## src/rtl/regfile_wb_arbiter.sv

```systemverilog
// regfile_wb_arbiter
// Writeback arbiter for the register file write port, with a busy scoreboard.
// Two requesters (A = ALU result, B = load data) share the single write port
// using a round-robin tie break. The port is driven from registers, so a
// transfer on edge N shows up on rf_we/rf_rd/rf_data from edge N for exactly
// one cycle. The scoreboard tracks issued-but-unwritten destinations so that
// decode can stall on RS/RT hazards.
//
// Ports:
//   clk, rst_n               clock, asynchronous active-low reset
//   a_valid/a_addr/a_data    requester A write request
//   a_ready                  A granted this cycle (combinational)
//   b_valid/b_addr/b_data    requester B write request
//   b_ready                  B granted this cycle (combinational)
//   hold                     suppresses all grants while high
//   iss_valid/iss_rd         decode issues a write to iss_rd (marks it busy)
//   q_rs/q_rt                hazard query registers
//   haz_rs/haz_rt            busy state of q_rs/q_rt (combinational)
//   busy_vec                 scoreboard contents, bit 0 always 0
//   rf_we/rf_rd/rf_data      register file write port (registered)
module regfile_wb_arbiter #(
    parameter int AW = 5,
    parameter int DW = 32
) (
    input  logic                 clk,
    input  logic                 rst_n,
    input  logic                 a_valid,
    input  logic [AW-1:0]        a_addr,
    input  logic [DW-1:0]        a_data,
    output logic                 a_ready,
    input  logic                 b_valid,
    input  logic [AW-1:0]        b_addr,
    input  logic [DW-1:0]        b_data,
    output logic                 b_ready,
    input  logic                 hold,
    input  logic                 iss_valid,
    input  logic [AW-1:0]        iss_rd,
    input  logic [AW-1:0]        q_rs,
    input  logic [AW-1:0]        q_rt,
    output logic                 haz_rs,
    output logic                 haz_rt,
    output logic [(1<<AW)-1:0]   busy_vec,
    output logic                 rf_we,
    output logic [AW-1:0]        rf_rd,
    output logic [DW-1:0]        rf_data
);

    localparam int NREG = 1 << AW;

    // 1 = A was granted most recently. Resets to "B last" so A wins the
    // first tie.
    logic            last_a_reg;
    logic            a_xfer;
    logic            b_xfer;
    logic            xfer;
    logic [AW-1:0]   xfer_addr;
    logic [DW-1:0]   xfer_data;
    logic [NREG-1:1] busy_reg;

    // Grants are gated by rst_n so that asserting reset drops a pending
    // grant immediately, not just at the next edge.
    assign a_ready = rst_n & ~hold & a_valid & (~b_valid | ~last_a_reg);
    assign b_ready = rst_n & ~hold & b_valid & (~a_valid |  last_a_reg);

    assign a_xfer    = a_valid & a_ready;
    assign b_xfer    = b_valid & b_ready;
    assign xfer      = a_xfer | b_xfer;
    assign xfer_addr = a_xfer ? a_addr : b_addr;
    assign xfer_data = a_xfer ? a_data : b_data;

    always_ff @(posedge clk or negedge rst_n) begin
        if (!rst_n) begin
            rf_we      <= 1'b0;
            rf_rd      <= '0;
            rf_data    <= '0;
            last_a_reg <= 1'b0;
        end else if (xfer) begin
            // Writes to register 0 are acknowledged but never enabled.
            rf_we      <= (xfer_addr != '0);
            rf_rd      <= xfer_addr;
            rf_data    <= xfer_data;
            last_a_reg <= a_xfer;
        end else begin
            rf_we      <= 1'b0;
        end
    end

    // One scoreboard bit per register 1..NREG-1; register 0 is never busy.
    // A same-edge issue beats a completing write to the same register,
    // because the issue represents a newer outstanding write.
    generate
        for (genvar gi = 1; gi < NREG; gi++) begin : g_busy
            logic set_bit;
            logic clr_bit;
            assign set_bit = iss_valid & (iss_rd == AW'(gi));
            assign clr_bit = xfer & (xfer_addr == AW'(gi));

            always_ff @(posedge clk or negedge rst_n) begin
                if (!rst_n) begin
                    busy_reg[gi] <= 1'b0;
                end else if (set_bit) begin
                    busy_reg[gi] <= 1'b1;
                end else if (clr_bit) begin
                    busy_reg[gi] <= 1'b0;
                end
            end
        end
    endgenerate

    assign busy_vec = {busy_reg, 1'b0};

    // Plain read of the current scoreboard; no bypass of same-cycle
    // issue/clear. Bit 0 is constant 0, so queries of register 0 never hit.
    assign haz_rs = busy_vec[q_rs];
    assign haz_rt = busy_vec[q_rt];

endmodule

```

## config.mk

```make
export PLATFORM = sky130hd
export DESIGN_NAME = regfile_wb_arbiter
export DESIGN_NICKNAME = d
export VERILOG_FILES = /design/src/rtl/regfile_wb_arbiter.sv
export SDC_FILE = /design/constraint.sdc
export NUM_CORES = 1
export LEC_CHECK = 0
export ABC_AREA = 1
export CAP_MARGIN = 20
export CORE_UTILIZATION = 40
export DETAILED_ROUTE_END_ITERATION = 7
export GPL_ROUTABILITY_DRIVEN = 0
export GPL_TIMING_DRIVEN = 0
export HOLD_SLACK_MARGIN = 0.05
export PLACE_DENSITY_LB_ADDON = 0.1
export SLEW_MARGIN = 20
export SYNTH_ARGS = -nofsm -noshare
export SYNTH_HDL_FRONTEND = slang
export SYNTH_SLANG_ARGS = --single-unit
```

## constraint.sdc

```tcl
create_clock -name clk -period 1.4 [get_ports clk]
set_input_delay 0.28 -clock clk [delete_from_list [all_inputs] [get_ports clk]]
set_output_delay 0.28 -clock clk [all_outputs]
set_load 0.02 [all_outputs]
```

# == Yosys cells after proc, flatten, opt, wreduce, memory -nomap -nowiden ==
# Cells that the tools add are included.
# word_totals
regBits,70
output_inout_bits,74
word_cells,276
# op_classes
order_cmp,2
n_eq_ne,62
n_mux,69
bitwise,76
n_reduce_logical,32
# op_table
operator,n
"== test 5 bit, second input constant",32
"== test 5 x 4 -> 1 bit, second input constant",16
AND 1 bit,69
two-way mux 1 bit,65
nonzero test 2 bit,31
"== test 5 x 3 -> 1 bit, second input constant",8
two-way mux 32 bit,1
"== test 5 x 2 -> 1 bit, second input constant",4
"< comparator 5 x 6 -> 1 bit, second input constant",2
binary-select mux 1 bit (select 5 bit),2
"== test 5 x 1 -> 1 bit, second input constant",2
two-way mux 5 bit,1
nonzero test 5 bit,1
NOT 1 bit,4
OR 1 bit,3

# == Logic depth before layout (Yosys ltp) ==
# Gate-level depths: netlist of the first run.
# depth
ltp_word,10
depth_mapped,11
mapped_depth_nobuf,10

# == Worst setup path after synthesis of the first run ==
# OpenSTA, ideal clock, no wires.
# synth_timing
path_type,input to output
start,input q_rt[0]
end,output haz_rt
t_arrival_ns,1.258
path_slack_ns,-0.138
cell_stages,10
n_path_buf,2
path_cell_list,buf_2 > clkbuf_1 > nand2_1 > nand3_1 > nand3_1 > nand2_1 > nand2_1 > nand2_1 > nand2_1 > nand2_1
# synth_between
elab_chain_cells,2
# synth_lines
item,line,rtl
from (decl),39,"input logic [AW-1:0] q_rt,"
binary-select mux 1 bit (select 5 bit),115,assign haz_rt = busy_vec[q_rt];
two-way mux 1 bit (implied by the code),115,
to (decl),41,"output logic haz_rt,"
# Every way passes these cells. The select of a mux whose other input is x is not followed.

# == Final worst setup path of the first run ==
# layout_timing
start,register last_a_reg
end,register busy_reg (netlist bit busy_vec[16])
# layout_between
elab_chain_cells,8
elab_cells_between_ends,12
cone_classes,1 x eq/ne; 1 x mux; 9 x bitwise; 1 x reduce/logical
# layout_lines
item,line,rtl
from (decl),52,logic last_a_reg;
from (signal assigned),82,last_a_reg <= a_xfer;
NOT 1 bit,62,assign a_ready = rst_n & ~hold & a_valid & (~b_valid | ~last_a_reg);
OR 1 bit,62,
AND 1 bit,62,
AND 1 bit,65,assign a_xfer = a_valid & a_ready;
two-way mux 5 bit,68,assign xfer_addr = a_xfer ? a_addr : b_addr;
== test 5 bit,96,assign clr_bit = xfer & (xfer_addr == AW'(gi));
AND 1 bit (*),96,
nonzero test 2 bit (no line) (*),--,
"to (signal, indexed assignment)",100,busy_reg[gi] <= 1'b0;
"to (signal, indexed assignment)",102,busy_reg[gi] <= 1'b1;
"to (signal, indexed assignment)",104,busy_reg[gi] <= 1'b0;
to (decl),58,logic [NREG-1:1] busy_reg;
# Every way passes the cells marked *; elsewhere a longest branch is shown, timed or not.
# A chain may end at the register's enable or synchronous reset.

==> impl_metrics.tcl, run 1 <==
set metrics [dict create \
    fin_cells 988 \
    num_antenna_cells 0 \
    hold_class "reg2reg" \
    start_util_pct 41.1 \
    pwr-share-comb_pct 42.5 \
    grt_pass1_wl_mm 25.3 \
    synth_seq_cells 70 \
    rr_worst_depth 10 \
    numPlacedInstances 907 \
    synth_area_um2 4230 \
    ys_seq_area_share_pct 41.4 \
    regMostFlops "rf_data" \
    vias 5313 \
    antenna_found_initial 0 \
    required_ns 1.64 \
    regArea_um2 1760 \
    power.density_nw_per_um2 1160 \
    yosysMostFrequentCell "nand2_1" \
    hold_depth 2 \
    finClkSkew_ns 0.0115 \
    yosys_warnings 0 \
    syn_nets 702 \
    fin_crit_ns 1.80 \
    synth_ff_type "dfrtp_1" \
    min_to "rf_data[4]" \
    status "finished with violations" \
    rows 37 \
    postSynthAreaPerCell_um2 6.96 \
    htree_num_levels 3 \
    first_global_vias 5015 \
    clk_pin_slew_ns 0.08 \
    drt_wl_total_mm 17.4 \
    worst_setup_path_end_kind "register" \
    cp_cell_sequence "nand2_4 -> buf_6 -> nand4_4 -> buf_8 -> nand2_4 -> nand2_4 -> nor2_4 -> nand3_2 -> nand2_1 -> nand2_1" \
    power.leakage_nw 3.61 \
    start_kind "register" \
    relSlewSlack_pct 66.8 \
    worst-r2r-setup-slack_ns -0.40 \
    critPathTopFamily "simple AND/OR/NAND/NOR gates" \
    min_from "rf_data[4]" \
    core_area_um2 10300 \
    drive_gt1_share_pct 35.6 \
    cts_root_buffer "clkbuf_8" \
    drcViolationCount 0 \
    die_area_um2 11000 \
    overflow 0 \
    power.internal_mw 5.45 \
    ir_drop_mv 0.644 \
    synth_edf_count 0 \
    tightest_slew_ns 0.496 \
    ant_nets 0 \
    synth_top_area_cell "dfrtp_1" \
    setup_slack_ns -0.399 \
    worstReg2RegStart "last_a_reg" \
    netlist_top_cells_count "nand2_1 (235), nand3_1 (80), dfrtp_1 (70), nor2_1 (51)" \
    grt_start_max_net_pins 41 \
    insertion_delay_ns 0.36 \
    path_class "reg2reg" \
    cts_buffer_depth 2 \
    postPlaceCellArea_um2 6120 \
    synth_area_leaders "dfrtp_1 (41%), nand2_1 (21%), nand3_1 (9.5%), nor2_1 (4.5%), a21oi_1 (3.8%)" \
    grt_usage_pct 29.3 \
    cp_max_fo 7 \
    cts_tree "done" \
    multi_input_comb_area_um2 2850 \
    drt_iter0_markers 316 \
    reg2reg_to "busy_vec[16]" \
    p_sw_share_pct 39.3 \
    violations "negative setup slack" \
    critPathMostFrequentCell "nand2_4" \
    seqPwrFrac_pct 34.4 \
    syn_inst 607 \
    dr.pass1.iters 7 \
    synth_top_area_share_pct 41.4 \
    fp.dieW_um 105 \
    viasPerCell 5.38 \
    dp_hpwl_mm 10.3 \
    pin_count 169 \
    holdWs_ns 0.488 \
    critPathMaxStageDelay_ns 0.45 \
    nets 943 \
    final_cell_area_um2 7770 \
    routedWlPerCell_um 17.6 \
    clock.fmax_ghz 0.556 \
    synthDistinctLibCells 26 \
    period_share_pct 128 \
    largest_reg_flops 32 \
    critPathArrivalTime_ns 2.04 \
    cts_sinks 70 \
    total_power_mw 8.98 \
    setup_viol 74 \
    syn_to_final_growth_pct 83.9 \
    synthArstFlopShare_pct 100 \
    port_buffers 163 \
    slew_viol_final 0 \
    p_sw_mw 3.53 \
    rsz0062_at_grt "yes" \
    cpMaxStageDelayCell "dfrtp_2" \
    p_clk_share_pct 23.0 \
    cp.buffers_inverters 2 \
    die_h_um 105 \
    fillerInstances 723 \
    hold_viol_final 0 \
    drv_cap 0 \
    cts_buffers 9 \
]
-- layout by cell type (no fill, tap or decap), types with 5 or more instances in the layout --
master	instances
nand2_1	201
clkdlybuf4s50_1	84
dfrtp_1	62
nand3_1	50
dlygate4sd2_1	41
nor2_4	38
buf_6	32
inv_1	30
nand2_2	29
buf_4	29
nand3_2	28
a21oi_1	27
clkbuf_2	22
o21ai_1	20
nor2_1	18
o21ai_2	17
nand2_4	15
buf_12	13
buf_8	10
clkbuf_8	10
buf_2	8
dfrtp_2	8
clkdlybuf4s15_1	6
inv_2	5
nor2_2	5
-- area by class of cell --
type | count | area share [%]
clock inverter | 5 | 1.37
timing repair buffer | 232 | 30.0
inverter | 37 | 1.88
sequential | 70 | 22.7
buffer | 26 | 3.52
clock buffer | 10 | 1.77
tap | 136 | 2.19
multi-input combinational | 472 | 36.6
-- per-layer routing --
layer	global-route usage (%)	share of wire (%)	vias to the layer above	wire length [µm]
li1	-	-	2431	-
met1	35.6	38	2524	6680
met2	47.7	49	296	8540
met3	6.92	8.4	62	1460
met4	16.3	4.1	0	706
met5	0	0	-	0
-- through the flow --
step	setup TNS, ns	utilization, %	setup slack, ns
floorplan	-0.998	-	-0.0515
global placement	-408.33	59.4	-3.70
detailed placement	-49.51	59.5	-1.21
CTS	-14.99	71.0	-0.364
global route	-24.27	75.6	-0.491
finish	-20.65	75.6	-0.399
-- kinds of logic after synthesis --
kind of cell | count (synthesis) | share of synthesized area (%)
buf+inv | 65 | 6.96
flops | 70 | 41.4
compound gates | 71 | 8.53
simple gates | 400 | 43.0
other cells | 1 | 0.0887
-- timing repair --
| action | CTS | global route |
|---|---|---|
| hold buffers | 2 | 0 |
| resized for setup | 280 | 149 |
| cloned | 10 | 0 |
| hold endpoints to repair | 30 | 0 |
| endpoints found under the setup margin | 143 | 100 |
| setup buffers | 39 | 20 |
| pin swaps | 45 | 70 |
-- tightest hold or removal path, stage by stage (launching register included) --
cell     delay, ns
dfrtp_1       0.36
nand2_2       0.06
o21ai_2       0.04
-- power groups by stage --
stage | registers [mW] | logic (mW) | clock network [mW]
after floorplan | 3.58 | 1.04 | 0
after global placement | 3.07 | 3.29 | 0
after detailed placement | 3.08 | 3.34 | 0
after CTS | 3.05 | 3.48 | 2.05
after global routing | 3.16 | 4.08 | 2.18
final | 3.09 | 3.82 | 2.07
-- worst max path at each step --
stage / slack (ns) / start / endpoint / cells past startpoint
floorplan: -0.05 / last_a_reg / busy_vec[7] / 9
global placement: -3.70 / rst_n / a_ready / 6
detailed placement: -1.21 / a_valid / a_ready / 6
CTS: -0.36 / busy_vec[15] / haz_rt / 9
global route: -0.49 / last_a_reg / busy_vec[16] / 10
finish: -0.40 / last_a_reg / busy_vec[16] / 10
(Power assumes the default switching activity.)
==> run 2, diff against run 1 <==
- CAP_MARGIN: 20 -> 25
==> results of run 2 <==
Same layout as run 1: the final DEF is identical, and so are final timing and power.
==> patch 1: new RTL, flow settings as in run 1 <==
The parameter `DW` goes from 32 to 16.
--- a/src/rtl/regfile_wb_arbiter.sv
+++ b/src/rtl/regfile_wb_arbiter.sv
@@ -20,7 +20,7 @@
 //   rf_we/rf_rd/rf_data      register file write port (registered)
 module regfile_wb_arbiter #(
     parameter int AW = 5,
-    parameter int DW = 32
+    parameter int DW = 16
 ) (
     input  logic                 clk,
     input  logic                 rst_n,
Interface: changed (resized a_data, b_data and rf_data); port bits go from 169 to 121. No check against the original RTL was run, so the function may have changed too.
==> patch 1 against run 1 <==
Sequential cell count fell by 16. Clock skew fell by 0.00064 ns. Final cell count fell by 18%. Largest power group unchanged. Worst setup slack got worse by 0.086 ns. Count of clock-buffer cells in the layout fell by 4. Power fell by 20%. Design area fell by 20%. Highest routed layer unchanged. Non-clock buffer count fell by 56. Area after synthesis fell by 21%. Wire length fell by 9.0%. The run still ends with setup timing left.
==> patch 1: results (changes against run 1) <==
| Metric | Value |
|---|---|
| Result of the run | `complete, but fails checks (unchanged)` |
| Violated checks | `setup timing (unchanged)` |
| GR Layer Usage met1 | `39.8% (was 35.6%)` |
| Pre-CTS setup slack | `-1.30 ns (was -1.21 ns)` |
| Via count of the first global-routing pass | `4213 (was 5015)` |
| Filler cells | `541 (was 723)` |
| Post-Synthesis Net Count | `584 (was 702)` |
| Number of library cell types mapped by synthesis | `22 (was 26)` |
| First-pass GRT wire length | `21200 µm (was 25300 µm)` |
| Share of synthesized area occupied by flip-flops and latches | `40.3% (was 41.4%)` |
| Final-stage net count | `772 (was 943)` |
| DP Cell Count | `741 (was 907)` |
| Worst hold path type | `in -> async (was reg -> reg)` |
| Leakage Power | `2.95 nW (was 3.61 nW)` |
| Grt met3 use | `5.37% (was 6.92%)` |
| Global routing usage summed across all routing layers | `31.8% (was 29.3%)` |
| First drt pass iteration count | `5 (was 7)` |
| Max reg flops | `31 (was 32)` |
| Least-Margin Pin Slew | `0.553 ns (was 0.496 ns)` |
| Share of final-layout standard cells stronger than drive strength 1 | `35.8% (was 35.6%)` |
| Crit path setup slack, layout | `-0.484 ns (was -0.399 ns)` |
| Cell Area, Placed | `4770 µm² (was 6120 µm²)` |
| Clock network latency to the later pin of the worst-skew pair | `0.34 ns (was 0.36 ns)` |
| Detailed placement HPWL | `8260 µm (was 10300 µm)` |
| Highest net fanout along the worst path | `8 (was 7)` |
| Top area cells in the synthesized netlist | `sky130_fd_sc_hd__dfrtp_1 40%, sky130_fd_sc_hd__nand2_1 26%, sky130_fd_sc_hd__nand3_1 12% (was sky130_fd_sc_hd__dfrtp_1 41%, sky130_fd_sc_hd__nand2_1 21%, sky130_fd_sc_hd__nand3_1 9.5%)` |
| CTS Buf Count | `5 (was 9)` |
| Detail-routed via count per cell | `5.78 (was 5.38)` |
| Cell Int Power | `4.22 mW (was 5.45 mW)` |
| Pin count of the biggest net entering global routing | `24 (was 41)` |
| DR iter-0 viols | `582 (was 316)` |
| Peak ir drop on the vdd network | `0.784 mV (was 0.644 mV)` |
| Number of port buffers | `114 (was 163)` |
| Endpoints failing setup | `68 (was 74)` |
## patch 1: final cells by class
cell class	count	area (µm²)	area share, %
timing repair buffer	180	1840	29.4
inverter	37	159	2.55
multi-input combinational	409	2380	38.1
buffer	22	236	3.79
sequential	54	1360	21.8
clock inverter	2	60.1	0.962
clock buffer	6	82.6	1.32
tap	105	131	2.10
## patch 1: final timing paths
path / endpoint / slack (ns) / depth (start not counted)
max: busy_vec[10] / -0.48 / 11
min: busy_vec[9] / 0.46 / 2
max reg2reg: busy_vec[10] / -0.48 / 11
min reg2reg: rf_data[1] / 0.50 / 2
max in group asynchronous: busy_vec[14] / 0.52 / 3
min in group clk: rf_data[1] / 0.50 / 2
## patch 1: through the flow
step / TNS, ns / utilization (%)
2_1_floorplan: -0.435 / -
3_3_place_gp: -253.91 / 58.0
3_5_place_dp: -42.49 / 58.3
4_1_cts: -9.03 / 70.3
5_1_grt: -22.15 / 76.4
6_report: -18.76 / 76.4
## patch 1: timing repair
item,4_1_cts,5_1_grt
hold buffers,4,0
pin swaps,61,50
cloned,7,1
endpoints found under the hold margin,20,0
endpoints found under the setup margin,111,77
resized for setup,250,106
buffers inserted,32,24
## patch 1: power groups by stage
stage,registers (mW),logic (mW),clock network [mW]
4_1_cts,2.38,2.86,1.31
3_5_place_dp,2.43,2.62,0
2_1_floorplan,2.78,0.859,0
6_report,2.50,3.35,1.33
5_1_grt,2.51,3.55,1.39
3_3_place_gp,2.42,2.58,0
## patch 1: cell families (layout without fill, tap and decap cells)
| logic type | count (synthesis) | count (layout) | share of synthesized area (%) |
|---|---|---|---|
| flip-flops | 54 | 54 | 40.3 |
| buffers and inverters | 59 | 247 | 7.31 |
| AND/OR/NAND/NOR | 368 | 369 | 46.3 |
| other | 1 | 1 | 0.112 |
| AO/OA/AOI/OAI | 39 | 39 | 5.97 |
## patch 1: routing by layer
| metal | part of all wire (%) | up-vias |
|---|---|---|
| met1 | 36 | 2163 |
| met5 | 0 | - |
| met4 | 5.8 | 0 |
| met2 | 47 | 414 |
| li1 | - | 2032 |
| met3 | 11 | 102 |
## patch 1: critical path: stages, from the launching register on
cell and delay [ns]:
sky130_fd_sc_hd__dfrtp_1 0.43, sky130_fd_sc_hd__nand2_2 0.12, sky130_fd_sc_hd__buf_6 0.14, sky130_fd_sc_hd__buf_6 0.10, sky130_fd_sc_hd__nand4_4 0.16, sky130_fd_sc_hd__nand2_2 0.15
sky130_fd_sc_hd__nand2_4 0.10, sky130_fd_sc_hd__nor2_4 0.15, sky130_fd_sc_hd__buf_12 0.15, sky130_fd_sc_hd__nand3_2 0.06, sky130_fd_sc_hd__nand2_1 0.08, sky130_fd_sc_hd__nand2_1 0.10
==> patch 2: new RTL, settings of run 1 <==
Made on the original files. Reset style: synchronous (`rst_n`), changed in 2 clocked blocks. Comments in the files are not updated.
--- a/src/rtl/regfile_wb_arbiter.sv
+++ b/src/rtl/regfile_wb_arbiter.sv
@@ -68,7 +68,7 @@
     assign xfer_addr = a_xfer ? a_addr : b_addr;
     assign xfer_data = a_xfer ? a_data : b_data;
 
-    always_ff @(posedge clk or negedge rst_n) begin
+    always_ff @(posedge clk) begin
         if (!rst_n) begin
             rf_we      <= 1'b0;
             rf_rd      <= '0;
@@ -95,7 +95,7 @@
             assign set_bit = iss_valid & (iss_rd == AW'(gi));
             assign clr_bit = xfer & (xfer_addr == AW'(gi));
 
-            always_ff @(posedge clk or negedge rst_n) begin
+            always_ff @(posedge clk) begin
                 if (!rst_n) begin
                     busy_reg[gi] <= 1'b0;
                 end else if (set_bit) begin
Check against the original RTL: differs if rst_n is asserted again (counterexample within 4 cycles, from zero or initial values and one cycle with rst_n low); with rst_n held inactive, the same outputs for 10 cycles.
==> patch 2 against run 1 <==
The flow still finishes with violations (setup timing). Worst setup slack improved by 0.033 ns. Critical path depth down 3. Sequential cell count unchanged. Design area shrank 2.0%. First-iteration DRC count is 43% higher. Wire length up 6.9%. Area after synthesis is 6.2% lower. Largest cell class unchanged. Highest routed layer unchanged.
Power is not compared: it rests on default switching activity, and its combinational part moved more than twofold at a synthesized area within 25%.
==> patch 2: results (changes against run 1) <==
| Metric | Value |
|---|---|
| Non-clock inverter count in the final layout | `34 (was 37)` |
| Detailed placement HPWL | `10500 µm (was 10300 µm)` |
| Crit path setup slack, layout | `-0.365 ns (was -0.399 ns)` |
| First-pass GRT wire length | `24900 µm (was 25300 µm)` |
| Detail-routed via count per cell | `5.61 (was 5.38)` |
| Critical Path Slowest Stage Cell | `sky130_fd_sc_hd__dfxtp_1 (was sky130_fd_sc_hd__dfrtp_2)` |
| First drt pass iteration count | `6 (was 7)` |
| Share of synthesized area occupied by flip-flops and latches | `35.4% (was 41.4%)` |
| Clock network latency to the later pin of the worst-skew pair | `0.34 ns (was 0.36 ns)` |
| Drt total wl | `18600 µm (was 17400 µm)` |
| Critical R2R Capture | `busy_vec[10] (was busy_vec[16])` |
| DR iter-0 viols | `452 (was 316)` |
| Sequential cell count of the final layout | `70 (unchanged)` |
| Pin count of the biggest net entering global routing | `13 (was 41)` |
| Async SR Flop Fraction | `0% (was 100%)` |
| R2R setup slack | `-0.34 ns (was -0.40 ns)` |
| Post-Synthesis Net Count | `725 (was 702)` |
| Violated checks | `setup timing (unchanged)` |
| Synth cell count leaders | `181 x sky130_fd_sc_hd__nand2_1, 97 x sky130_fd_sc_hd__nor2_1, 81 x sky130_fd_sc_hd__a21oi_1 (was 235 x sky130_fd_sc_hd__nand2_1, 80 x sky130_fd_sc_hd__nand3_1, 70 x sky130_fd_sc_hd__dfrtp_1)` |
| Family with the most delay on the worst path | `flip-flops (was simple AND/OR/NAND/NOR gates)` |
| ClkCell Share | `3.05% (was 3.14%)` |
| Endpoints failing setup | `74 (unchanged)` |
| Most used flip-flop cell after synthesis | `sky130_fd_sc_hd__dfxtp_1 (was sky130_fd_sc_hd__dfrtp_1)` |
| Start point of the critical path | `busy_vec[3] (was last_a_reg)` |
| Register area | `1450 µm² (was 1760 µm²)` |
| Worst Hold Margin | `0.198 ns (was 0.488 ns)` |
| Share of the synthesized area in compound gates (AO/OA/AOI/OAI) | `18.2% (was 8.53%)` |
| Result of the run | `complete, but fails checks (unchanged)` |
| Filler cells | `579 (was 723)` |
| DP Cell Count | `925 (was 907)` |
| Via Count | `5544 (was 5313)` |
| Share of final-layout standard cells stronger than drive strength 1 | `38.6% (was 35.6%)` |
## patch 2: changes by cell type after synthesis, moves of 22 or more
cell / delta
sky130_fd_sc_hd__dfrtp_1: -70
sky130_fd_sc_hd__nand2_1: -54
sky130_fd_sc_hd__nor2_1: +46
sky130_fd_sc_hd__a21oi_1: +49
sky130_fd_sc_hd__o21ai_0: +22
sky130_fd_sc_hd__nand3_1: -29
sky130_fd_sc_hd__dfxtp_1: +70
## patch 2: metal layers
layer	wire length [µm]	up-vias	global-route usage [%]
li1	-	2513	-
met1	7010	2576	39.3
met2	9110	379	53.1
met3	1710	76	4.83
met4	755	0	11.8
met5	0	-	0
## patch 2: power breakdown
part	switching [mW]	internal [mW]	total, mW
Sequential	0.0594	2.06	2.12
Combinational	0.938	0.795	1.73
Clock	0.826	1.10	1.93
## patch 2: repair_timing
action,CTS,global route
cloned,6,1
pin swaps,54,60
buffers inserted,31,13
endpoints found under the setup margin,143,87
resized for setup,273,202
